--- src/rtl/servo_pkg.sv ---
// Shared constants, channel indices and FSM state type for the six-channel
// servo PWM generator.
package servo_pkg;

  localparam int NUM_CH = 6;

  localparam int CH_A1 = 0;
  localparam int CH_A2 = 1;
  localparam int CH_B1 = 2;
  localparam int CH_B2 = 3;
  localparam int CH_C1 = 4;
  localparam int CH_C2 = 5;

  // Default timing: 50 MHz clock, 20 ms frame, 500..2500 us pulse, 8 us per LSB.
  localparam int DEF_PRESC    = 50;
  localparam int DEF_FRAME_US = 20000;
  localparam int DEF_MIN_US   = 500;
  localparam int DEF_STEP_US  = 8;
  localparam int DEF_MAX_US   = 2500;

  typedef enum logic {IDLE, RUN} state_t;

endpackage

--- src/rtl/servo_pwm_ch.sv ---
// One servo channel: angle pipe, stability-checked shadow, clamped width and
// registered output compare against the shared microsecond counter.
module servo_pwm_ch
  import servo_pkg::*;
#(
  parameter int MIN_US  = DEF_MIN_US,
  parameter int STEP_US = DEF_STEP_US,
  parameter int MAX_US  = DEF_MAX_US,
  parameter int UW      = 15
) (
  input  logic          clk,
  input  logic          rst_n,
  input  logic [7:0]    i_angle,
  input  logic          i_load,
  input  state_t        i_state,
  input  logic [UW-1:0] i_us_cnt,
  output logic          o_pwm
);

  logic [7:0]    r_s1;
  logic [7:0]    r_s2;
  logic [7:0]    r_shadow;
  logic          r_pwm;
  logic [UW-1:0] w_raw;
  logic [UW-1:0] w_width;

  assign w_raw   = UW'(MIN_US) + UW'(r_shadow) * UW'(STEP_US);
  assign w_width = (w_raw > UW'(MAX_US)) ? UW'(MAX_US) : w_raw;

  always_ff @(posedge clk or negedge rst_n) begin
    if (!rst_n) begin
      r_s1     <= '0;
      r_s2     <= '0;
      r_shadow <= '0;
      r_pwm    <= 1'b0;
    end else begin
      r_s1 <= i_angle;
      r_s2 <= r_s1;
      // A word still settling across the two stages is ignored for this frame.
      if (i_load && (r_s1 == r_s2)) r_shadow <= r_s2;
      r_pwm <= (i_state == RUN) && (i_us_cnt < w_width);
    end
  end

  assign o_pwm = r_pwm;

endmodule

--- src/rtl/servo_pwm6.sv ---
// Six-channel RC-servo PWM generator: run/stop FSM, tick prescaler and frame
// counter shared by six channel slices that update only at frame boundaries.
module servo_pwm6
  import servo_pkg::*;
#(
  parameter int PRESC    = DEF_PRESC,
  parameter int FRAME_US = DEF_FRAME_US,
  parameter int MIN_US   = DEF_MIN_US,
  parameter int STEP_US  = DEF_STEP_US,
  parameter int MAX_US   = DEF_MAX_US
) (
  input  logic              clk,
  input  logic              rst_n,
  input  logic [7:0]        angle_a1_i,
  input  logic [7:0]        angle_a2_i,
  input  logic [7:0]        angle_b1_i,
  input  logic [7:0]        angle_b2_i,
  input  logic [7:0]        angle_c1_i,
  input  logic [7:0]        angle_c2_i,
  input  logic              run_i,
  output logic [NUM_CH-1:0] pwm_o,
  output logic              frame_o,
  output logic              active_o
);

  localparam int UW = $clog2(FRAME_US + 1);
  localparam int PW = (PRESC > 1) ? $clog2(PRESC) : 1;

  logic          r_run_s1;
  logic          r_run_s2;
  state_t        r_state;
  state_t        w_state_nxt;
  logic [PW-1:0] r_presc;
  logic [UW-1:0] r_us_cnt;
  logic          r_frame;
  logic          w_tick;
  logic          w_wrap;
  logic          w_start;
  logic          w_load;
  logic [7:0]    w_angle [NUM_CH];

  always_ff @(posedge clk or negedge rst_n) begin
    if (!rst_n) begin
      r_run_s1 <= 1'b0;
      r_run_s2 <= 1'b0;
    end else begin
      // NOTE: non-blocking, so the second flop captures the first flop's old value.
      r_run_s1 <= run_i;
      r_run_s2 <= r_run_s1;
    end
  end

  always_ff @(posedge clk or negedge rst_n) begin
    if (!rst_n) r_state <= IDLE;
    else        r_state <= w_state_nxt;
  end

  always_comb begin
    // NOTE: every output gets a default first, so no path can infer a latch.
    w_state_nxt = r_state;
    w_tick      = (r_state == RUN) && (r_presc == PW'(PRESC - 1));
    w_wrap      = w_tick && (r_us_cnt == UW'(FRAME_US - 1));
    w_start     = 1'b0;
    case (r_state)
      IDLE: if (r_run_s2) begin
        w_state_nxt = RUN;
        w_start     = 1'b1;
      end
      RUN: if (w_wrap && !r_run_s2) w_state_nxt = IDLE;
      default: w_state_nxt = IDLE;
    endcase
    w_load = w_start || w_wrap;
  end

  // A stop request only takes effect at the wrap, so the last frame runs to completion.
  always_ff @(posedge clk or negedge rst_n) begin
    if (!rst_n) begin
      r_presc  <= '0;
      r_us_cnt <= '0;
      r_frame  <= 1'b0;
    end else begin
      r_frame <= w_load && (w_state_nxt == RUN);
      if (w_start || (w_state_nxt == IDLE)) begin
        r_presc  <= '0;
        r_us_cnt <= '0;
      end else if (w_tick) begin
        r_presc  <= '0;
        r_us_cnt <= w_wrap ? '0 : r_us_cnt + 1'b1;
      end else begin
        r_presc <= r_presc + 1'b1;
      end
    end
  end

  assign frame_o  = r_frame;
  assign active_o = (r_state == RUN);

  assign w_angle[CH_A1] = angle_a1_i;
  assign w_angle[CH_A2] = angle_a2_i;
  assign w_angle[CH_B1] = angle_b1_i;
  assign w_angle[CH_B2] = angle_b2_i;
  assign w_angle[CH_C1] = angle_c1_i;
  assign w_angle[CH_C2] = angle_c2_i;

  for (genvar g = 0; g < NUM_CH; g++) begin : g_ch
    servo_pwm_ch #(
      .MIN_US  (MIN_US),
      .STEP_US (STEP_US),
      .MAX_US  (MAX_US),
      .UW      (UW)
    ) u_ch (
      .clk      (clk),
      .rst_n    (rst_n),
      .i_angle  (w_angle[g]),
      .i_load   (w_load),
      .i_state  (r_state),
      .i_us_cnt (r_us_cnt),
      .o_pwm    (pwm_o[g])
    );
  end

endmodule
--- config.mk ---
export PLATFORM = sky130hd
export DESIGN_NAME = servo_pwm6
export DESIGN_NICKNAME = d
export VERILOG_FILES = /design/src/rtl/servo_pkg.sv /design/src/rtl/servo_pwm_ch.sv /design/src/rtl/servo_pwm6.sv
export SDC_FILE = /design/constraint.sdc
export NUM_CORES = 1
export LEC_CHECK = 0
export CAP_MARGIN = 20
export CORE_UTILIZATION = 50
export DETAILED_ROUTE_END_ITERATION = 8
export DONT_BUFFER_PORTS = 1
export GPL_TIMING_DRIVEN = 0
export PLACE_DENSITY = 0.62
export SYNTH_ARGS = -nofsm -noshare
export SYNTH_HDL_FRONTEND = slang
export SYNTH_HIERARCHICAL = 1
export SYNTH_SLANG_ARGS = --single-unit
--- constraint.sdc ---
create_clock -name clk -period 2.8 [get_ports clk]
set_input_delay 0.14 -clock clk [delete_from_list [all_inputs] [get_ports clk]]
set_output_delay 0.14 -clock clk [all_outputs]
set_load 0.005 [all_outputs]
==> results of run 1 <==
==> what timing repair did <==
action	4_1_cts	5_1_grt
endpoints found under the setup margin	48	50
endpoints found under the hold margin	224	175
setup buffers	12	6
resized for setup	2	7
pin swaps	6	3
==> critical path, cell delays in order (launching register included) <==
cell and delay, ns:
dfrtp_1 0.39, inv_1 0.06, ha_1 0.29, nand3b_1 0.11
a21oi_1 0.10, o32a_1 0.37, o21ai_0 0.17, ha_1 0.25
a21o_1 0.16, a21o_1 0.17, a211o_1 0.30, a21oi_1 0.19
==> synthesized netlist by cell type, types with 5 or more instances <==
cell type	instances	area (um^2)
o31ai_1	9	67.6
o21bai_1	7	52.6
nor3_1	9	45.0
and3_1	5	31.3
o21a_1	10	75.1
nand3_1	28	140
a31oi_1	11	68.8
a211o_1	6	52.6
mux2_2	48	541
xor2_1	7	61.3
nand4_1	10	62.6
a21o_1	15	113
and2_1	12	75.1
xnor2_1	67	587
nor4_1	6	37.5
and3b_1	5	43.8
nand2_1	48	180
inv_1	17	63.8
nand3b_1	8	60.1
nor2b_1	15	93.8
nor3_4	6	97.6
a21oi_1	24	120
o2111ai_1	5	43.8
ha_1	63	788
o21ai_0	27	135
dfrtp_1	175	4380
nor2_1	26	97.6
==> cells by family (layout without fill, tap and decap cells) <==
group	count (synthesis)	count (layout)
and+or+nand+nor	194	194
muxes	48	48
DFF	175	175
buffers and inverters	21	120
adders and majority gates	63	63
AOI/OAI and AO/OA	123	123
xor gates and xnor gates	74	74
==> final timing paths <==
path	cells after the start	start	slack (ns)	to
max in group asynchronous	0	rst_n	3.17	g_ch[1].u_ch/r_shadow[1]
min in group clk	1	angle_a2_i[4]	0.26	g_ch[1].u_ch/r_s1[4]
setup / recovery	11	g_ch[2].u_ch/r_shadow[2]	0.15	g_ch[2].u_ch/o_pwm
hold reg to reg	0	r_run_s1	0.35	r_run_s2
setup reg to reg	11	g_ch[2].u_ch/r_shadow[2]	0.15	g_ch[2].u_ch/o_pwm
hold / removal	0	rst_n	-0.60	g_ch[3].u_ch/r_s1[1]
==> metal layers <==
metal	global-route usage (%)	wire, um	vias to the layer above	part of all wire [%]
met2	34.3	8040	82	51
met3	3.70	523	19	3.3
met5	0	0	-	0
li1	-	-	2691	-
met1	24.8	7090	2766	45
met4	7.75	236	0	1.5
==> power by group through the flow <==
stage | logic [mW] | registers (mW) | clock network (mW)
after floorplan | 0.250 | 2.78 | 0
after global placement | 0.281 | 2.80 | 0
after detailed placement | 0.295 | 2.81 | 0
after CTS | 0.352 | 2.76 | 2.40
after global routing | 0.394 | 2.78 | 2.50
final | 0.349 | 2.76 | 2.34
==> layout make-up <==
cell class	instances	area [um^2]	share of cell area (%)
well taps	216	270	2.74
clock buffers	19	433	4.39
plain buffers	4	23.8	0.241
clock inverters	13	151	1.53
flip-flops and latches	175	4390	44.5
multi-input cells	502	3910	39.7
inverters	17	63.8	0.647
repair buffers	67	626	6.34
==> sequential cells by signal, summed over array words and instances, names as in the netlist, 6 cells and up <==
| register | cells |
|---|---|
| g_ch.u_ch/r_shadow | 48 |
| g_ch.u_ch/o_pwm | 6 |
| r_us_cnt | 15 |
| r_presc | 6 |
| g_ch.u_ch/r_s2 | 48 |
| g_ch.u_ch/r_s1 | 48 |
==> results.json, run 1 <==
{
  "status": "finished with violations",
  "failed_checks": "negative hold slack",
  "synth-seq-cells": 175,
  "routed_wirelength_mm": 15.9,
  "cts_tree": "yes",
  "clkSinkCount": 175,
  "cts_max_level": 4,
  "numCtsBuffers": 17,
  "ant_nets": 0,
  "syn_to_final_growth_pct": 17.9,
  "synthMuxAreaShare_pct": 6.46,
  "die_area_um2": 17300,
  "num-fill-cells": 1314,
  "synthAdderAreaFrac_pct": 9.42,
  "clockBufferDepth": 2,
  "ir_drop_uv": 617,
  "ios": 59,
  "fmax_ghz": 0.377,
  "grt_max_degree": 176,
  "die_x_um": 131,
  "grt.total_usage_pct": 19.9,
  "synth_enable_flop_cells": 0,
  "synth_flop_cell": "dfrtp_1",
  "dp_hpwl_mm": 10.5,
  "pre_cts_slack_ns": -0.386,
  "num_rows": 46,
  "grt_pass1_wl_mm": 27.3,
  "finalHoldViolations": 175,
  "relSlewSlack_pct": 66.5,
  "ys_async_sr_fraction_pct": 100,
  "syn_nets": 812,
  "first_pass_iters": 4,
  "synth-simple-area-share_pct": 13.2,
  "p_switching_mw": 1.27,
  "layout_commonest_cell": "dfrtp_1",
  "remaining_drc_errors": 0,
  "drv_cap": 0,
  "cp_data_arrival_time_ns": 2.99,
  "fin_total_pwr_mw": 5.45,
  "layout_common_cells": "dfrtp_1 (169), xnor2_1 (67), ha_1 (63), dlygate4sd3_1 (49)",
  "final_layout_size_suffix_gt1_share_pct": 14.8,
  "cts_root_buf": "clkbuf_16",
  "coreArea_um2": 16100,
  "clock_latency_ns": 0.43,
  "combPwrFrac_pct": 6.4,
  "placedCellCount": 914,
  "fin_crit_sh_pct": 94.8,
  "yosysWarnings": 6,
  "place_congestion": 0.832,
  "start_kind": "flop",
  "port_buffers": 0,
  "clock_skew_ns": 0.0114,
  "synth_area_per_cell_um2": 12.0,
  "worstMarginPinSlew_ns": 0.502,
  "syn_inst": 698,
  "critPathCaptureType": "flop",
  "avgViaCountPerCell": 5.49,
  "antenna_cells": 0,
  "rsz0062_at_grt": "false",
  "required_ns": 3.13,
  "vias": 5558,
  "powerDensity_nw_per_um2": 552,
  "avgRoutedWirePerCell_um": 15.7,
  "overflow": 0,
  "intPower_mw": 4.18,
  "p_leak_nw": 4.64,
  "initial_core_util_pct": 51.9,
  "fin_area_um2": 9870,
  "layout_setup_ws_ns": 0.147,
  "layout.cells.non_filler": 1013,
  "synth-compound-area-share_pct": 9.75,
  "finalSetupViolations": 0,
  "switching_share_pct": 23.2,
  "hold_path.class": "in -> async",
  "cts_hold_buf": 49,
  "placed_area_um2": 8640,
  "die_h_um": 131,
  "synthXorXnorAreaFrac_pct": 7.75,
  "path_class": "reg -> reg",
  "fin_setup_tns_ns": 0,
  "nNetsFinal": 898,
  "p_clk_share_pct": 42.9,
  "clk_pin_slew_ns": 0.07,
  "syn-cell-area_um2": 8370,
  "grt_pass1_vias": 5781,
  "yosysUniqueCellTypes": 46,
  "drt_iter0_drc": 211,
  "seq_area_frac_synth_pct": 52.3,
  "pwr-share-seq_pct": 50.7,
  "slew_viol_final": 0,
  "crit_fanout": 4,
  "hold_slack_ns": -0.595,
  "fin_util_pct": 61.2,
  "fin_crit_ns": 2.65,
  "antenna_found_initial": 0,
  "synth_top_family_by_area": "simple AND/OR/NAND/NOR gates"
}
Power figures use the tool's default switching activity.
==> run 2, diff against run 1 <==
Settings changed: CELL_PAD_IN_SITES_DETAIL_PLACEMENT set to 0, CELL_PAD_IN_SITES_GLOBAL_PLACEMENT set to 1, CTS_BUF_LIST set to sky130_fd_sc_hd__clkbuf_16, PLACE_DENSITY 0.62 to 0.74, TNS_END_PERCENT set to 1.
==> results.json, run 2 (synthesized netlist as in run 1, its figures left out) <==
{
  "num_rows": 46,
  "grt_pass1_wl_mm": 27.6,
  "clock_skew_ns": 0.0105,
  "failed_checks": "negative hold slack",
  "overflow": 0,
  "fin_crit_ns": 2.64,
  "combPwrFrac_pct": 6.5,
  "layout_commonest_cell": "dfrtp_1",
  "finalSetupViolations": 0,
  "hold_slack_ns": -0.593,
  "cp_data_arrival_time_ns": 2.98,
  "antenna_cells": 0,
  "timing.rr.start": "g_ch[2].u_ch/r_shadow[1]",
  "required_ns": 3.14,
  "critPathCaptureType": "flop",
  "ir_drop_uv": 479,
  "first_pass_iters": 4,
  "numCtsBuffers": 17,
  "switching_share_pct": 24.7,
  "final_layout_size_suffix_gt1_share_pct": 12.9,
  "finalHoldViolations": 175,
  "avgRoutedWirePerCell_um": 16.0,
  "r2r_setup_slack_ns": 0.16,
  "initial_core_util_pct": 51.9,
  "ant_nets": 0,
  "top_regs": "g_ch.u_ch/r_s1 x48, g_ch.u_ch/r_s2 x48, g_ch.u_ch/r_shadow x48",
  "cts_hold_buf": 49,
  "dp_hpwl_mm": 10.8,
  "routed.top_layer": "met4",
  "place_congestion": 0.827,
  "worstMarginPinSlew_ns": 0.537,
  "start_kind": "flop",
  "coreArea_um2": 16100,
  "hold_path.class": "in -> async",
  "avgViaCountPerCell": 5.49,
  "clk_pin_slew_ns": 0.07,
  "grt_pass1_vias": 5703,
  "p_switching_mw": 1.35,
  "grt_max_degree": 176,
  "path_class": "reg -> reg",
  "intPower_mw": 4.12,
  "crit_fanout": 5,
  "status": "finished with violations",
  "drt-met1-wl_mm": 7.41,
  "drt_iter0_drc": 291,
  "port_buffers": 0,
  "drv_cap": 0,
  "fin_setup_tns_ns": 0,
  "cts_root_buf": "clkbuf_16",
  "clkSinkCount": 175,
  "clock_latency_ns": 0.43,
  "routed_wirelength_mm": 15.9,
  "rsz0062_at_grt": "true",
  "p_clk_share_pct": 43.0,
  "die_x_um": 131,
  "num-fill-cells": 1306,
  "relSlewSlack_pct": 64.2,
  "fmax_ghz": 0.379,
  "cts_tree": "yes",
  "dr_wl_met3_um": 435,
  "die_h_um": 131,
  "r2r_end": "g_ch[2].u_ch/o_pwm",
  "slew_viol_final": 0,
  "syn_to_final_growth_pct": 16.8,
  "powerDensity_nw_per_um2": 560,
  "fin_crit_sh_pct": 94.1,
  "antenna_found_initial": 0,
  "vias": 5479,
  "clockBufferDepth": 2,
  "grt.total_usage_pct": 20.1,
  "fin_total_pwr_mw": 5.48,
  "layout_common_cells": "dfrtp_1 (173), xnor2_1 (67), ha_1 (63), dlygate4sd3_1 (49)",
  "pwr-share-seq_pct": 50.5,
  "ios": 59,
  "die_area_um2": 17300,
  "nNetsFinal": 883,
  "reg2reg_depth": 11,
  "route.met2.wl_mm": 7.90,
  "cts_max_level": 4,
  "p_leak_nw": 4.58,
  "remaining_drc_errors": 0
}
run 2: changes by cell type in the layout (fill, tap and decap cells not counted), moves of 2 or more:
| cell | delta |
|---|---|
| clkinv_4 | +3 |
| clkinvlp_4 | -3 |
| clkinv_8 | +2 |
| inv_6 | -2 |
| clkbuf_1 | -2 |
| inv_8 | +3 |
| dfrtp_2 | -4 |
| buf_4 | -15 |
| dfrtp_1 | +4 |
run 2: worst max-delay path: stages (launching register included):
cell	delay, ns
dfrtp_1	0.41
inv_1	0.08
ha_1	0.32
nand3b_1	0.11
a21oi_1	0.10
o32a_1	0.38
o21ai_2	0.14
ha_1	0.25
a21o_1	0.16
a21o_1	0.17
a211o_1	0.30
a21oi_1	0.16
run 2: power by group through the flow:
stage | Clock (mW) | Combinational [mW] | Sequential, mW
after floorplan | 0 | 0.250 | 2.78
after global placement | 0 | 0.283 | 2.80
after detailed placement | 0 | 0.304 | 2.81
after CTS | 2.42 | 0.361 | 2.76
after global routing | 2.52 | 0.400 | 2.78
final | 2.35 | 0.359 | 2.76
run 2: area by class of cell:
type,count,area (um^2),area share [%]
sequential,175,4380,44.8
multi-input combinational,502,3920,40.1
timing repair buffer,52,513,5.25
clock buffer,17,425,4.35
tap,216,270,2.77
clock inverter,15,173,1.77
inverter,17,63.8,0.653
buffer,4,23.8,0.243
run 2: stage by stage:
stage	util, %	std cells	area [um^2]	hold WS, ns	worst slack, ns
3_3_place_gp	53.6	914	8640	-0.151	-0.431
2_1_floorplan	-	698	8370	-0.156	0.394
3_5_place_dp	53.6	914	8640	-0.151	-0.456
4_1_cts	60.5	995	9740	-0.611	0.0422
5_1_grt	60.6	998	9770	-0.617	-0.00907
6_report	60.6	998	9770	-0.593	0.164
run 2: worst max-delay path by stage:
stage          slack [ns]                       end  cells past startpoint                     start
3_5_place_dp        -0.46  g_ch[4].u_ch/r_shadow[7]                      7               r_us_cnt[8]
6_report             0.16        g_ch[2].u_ch/o_pwm                     11  g_ch[2].u_ch/r_shadow[1]
3_3_place_gp        -0.43  g_ch[3].u_ch/r_shadow[0]                      7               r_us_cnt[8]
2_1_floorplan        0.39        g_ch[2].u_ch/o_pwm                     11  g_ch[2].u_ch/r_shadow[1]
4_1_cts              0.04        g_ch[2].u_ch/o_pwm                     11  g_ch[2].u_ch/r_shadow[1]
5_1_grt            -0.009        g_ch[2].u_ch/o_pwm                     11  g_ch[2].u_ch/r_shadow[1]
run 2: what timing repair did:
action	in CTS	in global routing
hold endpoints to repair	224	175
setup endpoints to repair	48	50
gates resized for setup	5	3
pin swaps	6	3
buffers inserted	0	3
run 2: layer usage:
metal,up-vias,GRT usage (%)
li1,2658,-
met1,2727,26.6
met2,80,33.1
met3,14,4.09
met4,0,6.40
met5,-,0
==> run 3, diff against run 2 <==
Settings changed: CORE_ASPECT_RATIO set to 1.75, PLACE_DENSITY 0.74 to 0.84.
==> results.json, run 3 (synthesized netlist as in run 1, its figures left out) <==
{
  "overflow": 0,
  "avgRoutedWirePerCell_um": 16.1,
  "fin_area_um2": 9770,
  "ir_drop_uv": 399,
  "reg2reg_depth": 9,
  "crit_chain": "and4bb_1, buf_6, nand3_4, nor4_4, a21o_2, buf_12, nand2_1, nor3_4, mux2_2",
  "layout_common_cells": "dfrtp_1 (171), xnor2_1 (67), ha_1 (63), dlygate4sd3_1 (49)",
  "cts_root_buf": "clkbuf_16",
  "status": "finished with violations",
  "num_rows": 62,
  "die_h_um": 173,
  "die_x_um": 99.8,
  "remaining_drc_errors": 0,
  "nNetsFinal": 885,
  "required_ns": 3.11,
  "clock_latency_ns": 0.43,
  "pre_cts_slack_ns": -0.432,
  "pwr-share-seq_pct": 51.9,
  "cts_tree": "yes",
  "hold_path.class": "in -> async",
  "clk_pin_slew_ns": 0.07,
  "grt_pass1_vias": 5865,
  "powerDensity_nw_per_um2": 546,
  "routed_wirelength_mm": 16.2,
  "p_switching_mw": 1.27,
  "antenna_cells": 0,
  "fin_util_pct": 59.7,
  "grt_max_degree": 176,
  "final_layout_size_suffix_gt1_share_pct": 13.0,
  "combPwrFrac_pct": 6.7,
  "drt_iter0_drc": 226,
  "layout_setup_ws_ns": 0.162,
  "placed_area_um2": 8650,
  "crit_slowest_cell": "dfrtp_1",
  "start_kind": "flop",
  "top_regs": "g_ch.u_ch/r_s1 x48, g_ch.u_ch/r_s2 x48, g_ch.u_ch/r_shadow x48",
  "fin_crit_ns": 2.64,
  "switching_share_pct": 23.8,
  "grt.total_usage_pct": 20.6,
  "coreArea_um2": 16400,
  "r2r_setup_slack_ns": 0.16,
  "ios": 59,
  "slew_viol_final": 0,
  "layout_commonest_cell": "dfrtp_1",
  "syn_to_final_growth_pct": 16.8,
  "num-fill-cells": 1310,
  "multi_input_area_um2": 3920,
  "layout.cells.non_filler": 1007,
  "r2r_end": "g_ch[1].u_ch/r_shadow[6]",
  "vias": 5505,
  "path_class": "reg -> reg",
  "port_buffers": 0,
  "fin_crit_sh_pct": 94.2,
  "cts_max_level": 4,
  "crit_fanout": 10,
  "rsz0062_at_grt": "false",
  "clkSinkCount": 175,
  "ant_nets": 0,
  "relSlewSlack_pct": 64.7,
  "first_pass_iters": 4,
  "slowest_delay_ns": 0.42,
  "dp_hpwl_mm": 11.3,
  "clock_skew_ns": 0.00860,
  "cts_hold_buf": 49,
  "placedCellCount": 922,
  "fmax_ghz": 0.379,
  "finalSetupViolations": 0,
  "p_leak_nw": 4.56,
  "initial_core_util_pct": 51.1,
  "failed_checks": "negative hold slack",
  "die_area_um2": 17300,
  "drv_cap": 0,
  "grt_pass1_wl_mm": 27.7,
  "worstMarginPinSlew_ns": 0.529,
  "seq_area_um2": 4380,
  "finalHoldViolations": 175,
  "place_congestion": 0.830,
  "critPathCaptureType": "flop",
  "intPower_mw": 4.07,
  "avgViaCountPerCell": 5.47,
  "numCtsBuffers": 17,
  "timing.rr.start": "r_presc[3]",
  "cp_data_arrival_time_ns": 2.95,
  "clockBufferDepth": 2,
  "hold_slack_ns": -0.599,
  "p_clk_share_pct": 41.4,
  "antenna_found_initial": 0
}
[run 3: worst max-delay path by stage]
| stage | startpoint | to | slack (ns) | cells after the start |
|---|---|---|---|---|
| floorplan | g_ch[2].u_ch/r_shadow[1] | g_ch[2].u_ch/o_pwm | 0.39 | 11 |
| global placement | r_us_cnt[8] | g_ch[3].u_ch/r_shadow[1] | -0.34 | 7 |
| detailed placement | r_us_cnt[8] | g_ch[2].u_ch/r_shadow[3] | -0.43 | 7 |
| CTS | r_us_cnt[8] | g_ch[2].u_ch/r_shadow[3] | 0.02 | 8 |
| global route | g_ch[2].u_ch/r_shadow[1] | g_ch[2].u_ch/o_pwm | 0.008 | 11 |
| finish | r_presc[3] | g_ch[1].u_ch/r_shadow[6] | 0.16 | 9 |
[run 3: area by class of cell]
type / instances / area share (%)
tap: 224 / 2.87
buffer: 4 / 0.243
clock inverter: 14 / 1.22
clock buffer: 17 / 4.35
multi-input combinational: 502 / 40.1
timing repair buffer: 54 / 5.66
sequential: 175 / 44.9
inverter: 17 / 0.653
[run 3: repair_timing]
item	4_1_cts	5_1_grt
pin swaps	5	3
endpoints found under the setup margin	48	42
buffers inserted	3	2
gates resized for setup	4	6
endpoints found under the hold margin	224	175
[run 3: routing by layer]
metal	global-route usage, %	share of wire (%)
met5	0	0
met1	23.2	40
met2	36.9	54
met4	10.7	3.4
met3	3.23	2.5
[run 3: through the flow]
stage / TNS, ns / hold WS [ns] / power, mW
6_report: 0 / -0.599 / 5.34
3_3_place_gp: -15.48 / -0.151 / 3.08
3_5_place_dp: -19.56 / -0.151 / 3.11
5_1_grt: 0 / -0.614 / 5.54
4_1_cts: 0 / -0.611 / 5.39
2_1_floorplan: 0 / -0.156 / 3.03
[run 3: worst max-delay path, delay by kind of cell (launching register included)]
family	cells	cell delay, ns
AND/OR/NAND/NOR	5	1.22
flip-flops	1	0.42
multiplexers	1	0.39
buffers and inverters	2	0.30
AO/OA/AOI/OAI	1	0.18
[run 3: power by group through the flow]
stage | clock network, mW | registers [mW] | logic, mW
3_5_place_dp | 0 | 2.82 | 0.296
3_3_place_gp | 0 | 2.80 | 0.279
5_1_grt | 2.35 | 2.79 | 0.402
4_1_cts | 2.26 | 2.77 | 0.354
2_1_floorplan | 0 | 2.78 | 0.250
6_report | 2.21 | 2.77 | 0.358
